**config.mk**
```make
export PLATFORM = sky130hd
export DESIGN_NAME = sha256_stream_core
export DESIGN_NICKNAME = d
export VERILOG_FILES = /design/src/rtl/sha256_pkg.sv /design/src/rtl/sha256_round.sv /design/src/rtl/sha256_stream_core.sv
export SDC_FILE = /design/constraint.sdc
export NUM_CORES = 2
export LEC_CHECK = 0
export ABC_CLOCK_PERIOD_IN_PS = 10020
export BUFFER_PORTS_ARGS = -buffer_cell sky130_fd_sc_hd__buf_2
export CAP_MARGIN = 20
export CORE_ASPECT_RATIO = 1.2
export CORE_MARGIN = 1
export CORE_UTILIZATION = 46
export DETAILED_ROUTE_END_ITERATION = 7
export GPL_TIMING_DRIVEN = 0
export SYNTH_ARGS = -nofsm -noshare
export SYNTH_HDL_FRONTEND = slang
export SYNTH_HIERARCHICAL = 1
export SYNTH_SLANG_ARGS = --single-unit
export TNS_END_PERCENT = 10
```
**constraint.sdc**
```tcl
create_clock -name clk_i -period 10.02 [get_ports clk_i]
set_input_delay 0 -clock clk_i [delete_from_list [all_inputs] [get_ports clk_i]]
set_output_delay 0 -clock clk_i [all_outputs]
set_load 0.005 [all_outputs]
```
**src/rtl/sha256_pkg.sv**
```systemverilog
// Shared types, constants and round functions for the streaming SHA-256 core.
// Word 0 of every packed word array sits in the most-significant slot.
package sha256_pkg;

    typedef enum logic [1:0] {
        eIdle  = 2'd0,
        eBusy  = 2'd1,
        eFinal = 2'd2,
        eDone  = 2'd3
    } state_e;

    typedef struct packed {
        logic [31:0] a;
        logic [31:0] b;
        logic [31:0] c;
        logic [31:0] d;
        logic [31:0] e;
        logic [31:0] f;
        logic [31:0] g;
        logic [31:0] h;
    } work_t;

    typedef logic [0:7][31:0]  hash_t;
    typedef logic [0:15][31:0] window_t;

    localparam hash_t IV = {
        32'h6a09e667, 32'hbb67ae85, 32'h3c6ef372, 32'ha54ff53a,
        32'h510e527f, 32'h9b05688c, 32'h1f83d9ab, 32'h5be0cd19
    };

    localparam logic [0:63][31:0] K_TABLE = {
        32'h428a2f98, 32'h71374491, 32'hb5c0fbcf, 32'he9b5dba5,
        32'h3956c25b, 32'h59f111f1, 32'h923f82a4, 32'hab1c5ed5,
        32'hd807aa98, 32'h12835b01, 32'h243185be, 32'h550c7dc3,
        32'h72be5d74, 32'h80deb1fe, 32'h9bdc06a7, 32'hc19bf174,
        32'he49b69c1, 32'hefbe4786, 32'h0fc19dc6, 32'h240ca1cc,
        32'h2de92c6f, 32'h4a7484aa, 32'h5cb0a9dc, 32'h76f988da,
        32'h983e5152, 32'ha831c66d, 32'hb00327c8, 32'hbf597fc7,
        32'hc6e00bf3, 32'hd5a79147, 32'h06ca6351, 32'h14292967,
        32'h27b70a85, 32'h2e1b2138, 32'h4d2c6dfc, 32'h53380d13,
        32'h650a7354, 32'h766a0abb, 32'h81c2c92e, 32'h92722c85,
        32'ha2bfe8a1, 32'ha81a664b, 32'hc24b8b70, 32'hc76c51a3,
        32'hd192e819, 32'hd6990624, 32'hf40e3585, 32'h106aa070,
        32'h19a4c116, 32'h1e376c08, 32'h2748774c, 32'h34b0bcb5,
        32'h391c0cb3, 32'h4ed8aa4a, 32'h5b9cca4f, 32'h682e6ff3,
        32'h748f82ee, 32'h78a5636f, 32'h84c87814, 32'h8cc70208,
        32'h90befffa, 32'ha4506ceb, 32'hbef9a3f7, 32'hc67178f2
    };

    function automatic logic [31:0] ch(input logic [31:0] e, input logic [31:0] f,
                                       input logic [31:0] g);
        return (e & f) ^ (~e & g);
    endfunction

    function automatic logic [31:0] maj(input logic [31:0] a, input logic [31:0] b,
                                        input logic [31:0] c);
        return (a & b) ^ (a & c) ^ (b & c);
    endfunction

    function automatic logic [31:0] big_sigma0(input logic [31:0] x);
        return {x[1:0], x[31:2]} ^ {x[12:0], x[31:13]} ^ {x[21:0], x[31:22]};
    endfunction

    function automatic logic [31:0] big_sigma1(input logic [31:0] x);
        return {x[5:0], x[31:6]} ^ {x[10:0], x[31:11]} ^ {x[24:0], x[31:25]};
    endfunction

    function automatic logic [31:0] small_sigma0(input logic [31:0] x);
        return {x[6:0], x[31:7]} ^ {x[17:0], x[31:18]} ^ {3'b000, x[31:3]};
    endfunction

    function automatic logic [31:0] small_sigma1(input logic [31:0] x);
        return {x[16:0], x[31:17]} ^ {x[18:0], x[31:19]} ^ {10'b0000000000, x[31:10]};
    endfunction

endpackage

```
**src/rtl/sha256_round.sv**
```systemverilog
// One purely combinational SHA-256 compression round.
module sha256_round
    import sha256_pkg::*;
(
    input  work_t       cur,
    input  logic [31:0] k_t,
    input  logic [31:0] w_t,
    output work_t       nxt
);

    logic [31:0] t1_s;
    logic [31:0] t2_s;

    // Round function: two temporaries, then rotate the working variables
    always_comb begin
        t1_s  = cur.h + big_sigma1(cur.e) + ch(cur.e, cur.f, cur.g) + k_t + w_t;
        t2_s  = big_sigma0(cur.a) + maj(cur.a, cur.b, cur.c);
        nxt.a = t1_s + t2_s;
        nxt.b = cur.a;
        nxt.c = cur.b;
        nxt.d = cur.c;
        nxt.e = cur.d + t1_s;
        nxt.f = cur.e;
        nxt.g = cur.f;
        nxt.h = cur.g;
    end

endmodule

```
**src/rtl/sha256_stream_core.sv**
```systemverilog
// Multi-block SHA-256 engine: takes pre-padded 512-bit blocks, chains the hash
// state across a message and returns the digest with a valid/yumi handshake.
module sha256_stream_core
    import sha256_pkg::*;
#(
    parameter int ROUNDS_PER_CYCLE = 1,
    parameter int ROUND_CTR_W      = $clog2(64 / ROUNDS_PER_CYCLE) + 1
) (
    input  logic         clk_i,
    input  logic         reset_n_i,
    input  logic         en_i,
    input  logic         v_i,
    output logic         ready_o,
    input  logic [511:0] block_i,
    input  logic         first_i,
    input  logic         last_i,
    output logic         v_o,
    input  logic         yumi_i,
    output logic [255:0] digest_o
);

    localparam int R     = ROUNDS_PER_CYCLE;
    localparam int STEPS = 64 / R;
    localparam logic [ROUND_CTR_W-1:0] LAST_STEP = ROUND_CTR_W'(STEPS - 1);

    if (!(R == 1 || R == 2 || R == 4 || R == 8)) begin : g_bad_rounds
        $error("ROUNDS_PER_CYCLE must be 1, 2, 4 or 8");
    end
    if (ROUND_CTR_W != $clog2(64 / R) + 1) begin : g_bad_ctr_w
        $error("ROUND_CTR_W is derived and must not be overridden");
    end

    state_e                 state_r;
    state_e                 state_next_s;
    logic [ROUND_CTR_W-1:0] ctr_r;
    window_t                window_r;
    window_t                window_next_s;
    work_t                  work_r;
    work_t                  start_work_s;
    work_t                  round_out_s;
    hash_t                  hash_r;
    hash_t                  work_hash_s;
    hash_t                  hash_sum_s;
    logic                   chain_valid_r;
    logic                   last_r;
    logic                   use_iv_s;
    logic                   v_r;
    logic [255:0]           digest_r;

    // Extends the schedule by R words and slides the window past the consumed ones
    function automatic window_t expand(input window_t win);
        logic [31:0] ext [0:23];
        window_t     res;
        for (int i = 0; i < 16; i++) begin
            ext[i] = win[i];
        end
        for (int i = 16; i < 24; i++) begin
            ext[i] = small_sigma1(ext[i-2]) + ext[i-7] + small_sigma0(ext[i-15]) + ext[i-16];
        end
        for (int k = 0; k < 16; k++) begin
            res[k] = ext[k+R];
        end
        return res;
    endfunction

    assign ready_o  = (state_r == eIdle) & en_i;
    assign v_o      = v_r;
    assign digest_o = digest_r;

    // R chained rounds; round j of a step uses window word j and K[ctr*R+j]
    for (genvar j = 0; j < R; j++) begin : g_round
        work_t       in_s;
        work_t       out_s;
        logic [5:0]  kidx_s;
        if (j == 0) begin : g_head
            assign in_s = work_r;
        end else begin : g_tail
            assign in_s = g_round[j-1].out_s;
        end
        assign kidx_s = 6'(32'(ctr_r) * R + j);
        sha256_round u_round (
            .cur (in_s),
            .k_t (K_TABLE[kidx_s]),
            .w_t (window_r[j]),
            .nxt (out_s)
        );
    end
    assign round_out_s = g_round[R-1].out_s;

    // Datapath helpers: IV/chain selection, schedule update, final feed-forward sum
    always_comb begin
        use_iv_s      = first_i | ~chain_valid_r;
        start_work_s  = use_iv_s ? work_t'(IV) : work_t'(hash_r);
        window_next_s = expand(window_r);
        work_hash_s   = hash_t'(work_r);
        for (int i = 0; i < 8; i++) begin
            hash_sum_s[i] = hash_r[i] + work_hash_s[i];
        end
    end

    // FSM state register
    always_ff @(posedge clk_i or negedge reset_n_i) begin
        if (!reset_n_i) begin
            state_r <= eIdle;
        end else begin
            state_r <= state_next_s;
        end
    end

    // FSM next-state logic; a low enable holds the current state
    always_comb begin
        state_next_s = state_r;
        if (!en_i) begin
            state_next_s = state_r;
        end else begin
            case (state_r)
                eIdle: begin
                    if (v_i) state_next_s = eBusy;
                    else     state_next_s = eIdle;
                end
                eBusy: begin
                    if (ctr_r == LAST_STEP) state_next_s = eFinal;
                    else                    state_next_s = eBusy;
                end
                eFinal: begin
                    if (last_r) state_next_s = eDone;
                    else        state_next_s = eIdle;
                end
                eDone: begin
                    if (yumi_i) state_next_s = eIdle;
                    else        state_next_s = eDone;
                end
                default: state_next_s = eIdle;
            endcase
        end
    end

    // Datapath registers: schedule window, working vars, chained hash and digest
    always_ff @(posedge clk_i or negedge reset_n_i) begin
        if (!reset_n_i) begin
            ctr_r         <= '0;
            window_r      <= '0;
            work_r        <= '0;
            hash_r        <= IV;
            chain_valid_r <= 1'b0;
            last_r        <= 1'b0;
            v_r           <= 1'b0;
            digest_r      <= 256'd0;
        end else if (en_i) begin
            case (state_r)
                eIdle: begin
                    if (v_i) begin
                        window_r <= window_t'(block_i);
                        work_r   <= start_work_s;
                        if (use_iv_s) hash_r <= IV;
                        last_r   <= last_i;
                        ctr_r    <= '0;
                    end
                end
                eBusy: begin
                    work_r   <= round_out_s;
                    window_r <= window_next_s;
                    ctr_r    <= ctr_r + ROUND_CTR_W'(1);
                end
                eFinal: begin
                    hash_r        <= hash_sum_s;
                    // A finished message must not seed the next one
                    chain_valid_r <= ~last_r;
                    if (last_r) begin
                        digest_r <= hash_sum_s;
                        v_r      <= 1'b1;
                    end
                end
                eDone: begin
                    if (yumi_i) v_r <= 1'b0;
                end
                default: begin
                    v_r <= 1'b0;
                end
            endcase
        end
    end

endmodule

```
==> flow_summary.yaml <==
critical_path:
  required_ns: 10.74
  critPathArrivalTime_ns: 10.66
  r2r-end: "g_round[0].in_s[254]$_DFFE_PN0P_"
  cp_num_buf_inv: 7
  reg2reg_slack_ns: 0.08
  cp_max_fo: 10
  crit_path_start_kind: "flip-flop"
  crit_top_cell: "fa_1"
  reg2reg_from: "ctr_r[4]$_DFFE_PN0P_"
  critPathKind: "reg2reg"
  critPathMaxStageDelay_ns: 0.61
  cpMaxStageDelayCell: "a2111oi_1"
  end_kind: "flip-flop"
  path_delay_family: "compound AO/OA/AOI/OAI gates"
  ff2ff_path_depth: 31
sta:
  skew_ns: 0.04460
  drv_slew: 0
  slew_headroom_pct: 12.83
  setup_tns_ns: 0
  min_period_ns: 9.941
  tightestPinTransition_ns: 1.305
  max_freq_ghz: 0.1006
  rsz0062_at_grt: "no"
  hold_violations: 0
  period_share_pct: 99.21
  setup_violations: 0
clock_tree:
  cts_sinks: 1292
  clock_path_buffers: 3
  htreeDepth: 4
  root_buffer: "clkbuf_16"
  clk_pin_slew_ns: 0.06
  numCtsBuffers: 142
  clk_latency_ns: 0.85
  cts_tree: "built"
synthesis:
  ys_seq_area_share_pct: 39.48
  yosysUniqueCellTypes: 103
  synth-edff-count: 0
  syn_area_per_cell_um2: 8.537
  synth_flop_cell: "dfrtp_1"
  ys_seq_elements: 1292
  synth_fp_nets: 10750
  synth_cells: 9642
  async_reset_ff_share_pct: 100.0
  yosys_warnings: 6
  syn_area_mm2: 0.08232
place:
  dp.final_hpwl_um: 301300
  dp_cells: 12750
  gp_congestion: 1.016
  io_buffers: 775
route:
  route.vias.total: 83460
  drtIter0Drc: 8281
  drc: 8
  finalWirelength_um: 390900
  wl_per_cell_um: 28.08
  firstDrtPassIters: 8
  via_per_inst: 5.997
  drtAntennaViolNets: 0
layout:
  area_delta_synth_final_pct: 25.78
  fillerInstances: 15570
  stdcell_count: 13920
  nets: 12560
  drive_gt1_share_pct: 13.36
floorplan:
  io_pins: 777
  rows: 169
  die_area_mm2: 0.1807
  initial_core_util_pct: 46.45
  die_x_um: 388.2
  fp.dieH_um: 465.4
  core_area_mm2: 0.1772
min_path:
  hold_path_depth: 4
  holdCritStartpoint: "block_i[435]"
  hold_path_end: "window_next_s[467]$_DFFE_PN0P_"
  hold_class: "in2reg"
grt:
  grt_max_degree: 162
  track_usage_pct: 42.41
  grt_antenna_before_repair: 58
  grt-ovfl-total: 0
  grt_pass1_wl_um: 560700
  grt_pass1_vias: 82560
run:
  maxCapViolations: 0
status:
  status: "complete, but fails checks"
  violations: "DRC"
cells by family after synthesis:
| logic type | count (synthesis) | share of synthesized area [%] |
|---|---|---|
| mux | 53 | 0.8178 |
| compound gates | 2668 | 20.04 |
| buf+inv | 1161 | 6.229 |
| simple gates | 3251 | 15.93 |
| fa+ha+maj | 616 | 11.04 |
| flops | 1292 | 39.48 |
| xor+xnor | 601 | 6.452 |
worst register-to-register path: cells and delay by family, from the launching register on:
| family | cells | cell delay (ns) |
|---|---|---|
| AOI/OAI and AO/OA | 15 | 3.69 |
| xor gates and xnor gates | 2 | 0.78 |
| adders and majority gates | 6 | 2.46 |
| buffers and inverters | 7 | 2.23 |
| DFF | 1 | 0.50 |
| and+or+nand+nor | 1 | 0.17 |
cell usage after synthesis (all sizes together) (25+ instances only):
cell	count	share of area [%]
nand3	78	0.47
dfrtp	1156	35
nand2b	58	0.44
xnor2	408	4.4
o21bai	63	0.58
dfstp	136	4.3
ha	389	5.9
o21a	40	0.37
o21ai	751	4.6
a21oi	526	3.2
fa	195	4.7
and3	34	0.26
o22ai	143	1.1
or3	25	0.20
inv	351	1.6
nand2	1761	8.0
a21o	210	1.9
nor2	1074	4.9
nor2b	51	0.39
nor3	72	0.44
clkbuf	580	2.7
buf	229	1.9
a211oi	50	0.46
mux2	34	0.47
a31oi	534	4.1
o31ai	25	0.23
nand4	30	0.23
maj3	32	0.39
a221oi	128	1.4
xor2	191	2.0
o211ai	28	0.26
layout make-up:
| cell class | count | area, um2 | share of cell area [%] |
|---|---|---|---|
| Antenna cell | 37 | 92.59 | 0.08942 |
| Buffer | 808 | 3869 | 3.736 |
| Clock buffer | 195 | 4003 | 3.866 |
| Clock inverter | 70 | 945.9 | 0.9136 |
| Inverter | 351 | 1321 | 1.276 |
| Multi-Input combinational cell | 7189 | 44820 | 43.29 |
| Sequential cell | 1292 | 32500 | 31.39 |
| Tap cell | 2308 | 2888 | 2.789 |
| Timing Repair Buffer | 1668 | 13090 | 12.65 |
how the worst max path moves through the flow:
stage | start | endpoint | slack (ns) | depth (start not counted)
global route | ctr_r[3]$_DFFE_PN0P_ | g_round[0].in_s[253]$_DFFE_PN0P_ | 0.006 | 35
finish | ctr_r[4]$_DFFE_PN0P_ | g_round[0].in_s[254]$_DFFE_PN0P_ | 0.08 | 31
global placement | reset_n_i | window_next_s[364]$_DFFE_PN0P_ | -19.74 | 1
CTS | ctr_r[4]$_DFFE_PN0P_ | g_round[0].in_s[254]$_DFFE_PN0P_ | 0.0008 | 33
detailed placement | ctr_r[1]$_DFFE_PN0P_ | g_round[0].in_s[254]$_DFFE_PN0P_ | -1.28 | 31
floorplan | ctr_r[1]$_DFFE_PN0P_ | g_round[0].in_s[255]$_DFFE_PN0P_ | 2.09 | 37
routing by layer:
layer	wire length (um)	vias to the layer above	GRT usage [%]	part of all wire, %
met5	279	-	0.05270	0.071
li1	-	36730	-	-
met3	32960	1435	9.621	8.4
met1	141200	40520	48.70	36
met2	180900	4736	68.74	46
met4	35500	42	32.71	9.1
layout by cell type, fill, tap and decap left out, types with 398 or more instances in the layout:
cell,instances
dlygate4sd3_1,856
nor2_1,1071
dfrtp_1,1154
clkbuf_1,576
o21ai_0,693
buf_2,783
nand2_1,1761
a21oi_1,522
xnor2_1,398
a31oi_1,531
state kept, by name (all words and copies together), names as in the netlist:
register and cells:
chain_valid_r 1, ctr_r 7, digest_o 256, g_round.in_s 256, hash_r 256, last_r 1
state_r 2, v_o 1, window_next_s 480, window_r 32
metrics by stage:
step	util, %	instance area, um2	setup slack [ns]	hold slack [ns]
global placement	50.27	89080	-19.74	0.2628
finish	58.43	103500	0.07927	0.03498
detailed placement	50.58	89630	-1.276	-0.06312
floorplan	-	82320	2.091	-0.2956
CTS	58.29	103300	0.0008447	0.0003559
global route	58.40	103500	0.006469	0.02973
timing repair:
item                                    CTS  global route
resized for setup                        31            52
hold buffers                            857             0
pin swaps                                 0             1
setup buffers                             2             3
endpoints found under the setup margin   33             8
endpoints found under the hold margin   826             0
Power is left out: the tool's default activity adds up to more than one toggle a clock period on the data nets, which glitch-free logic cannot reach.
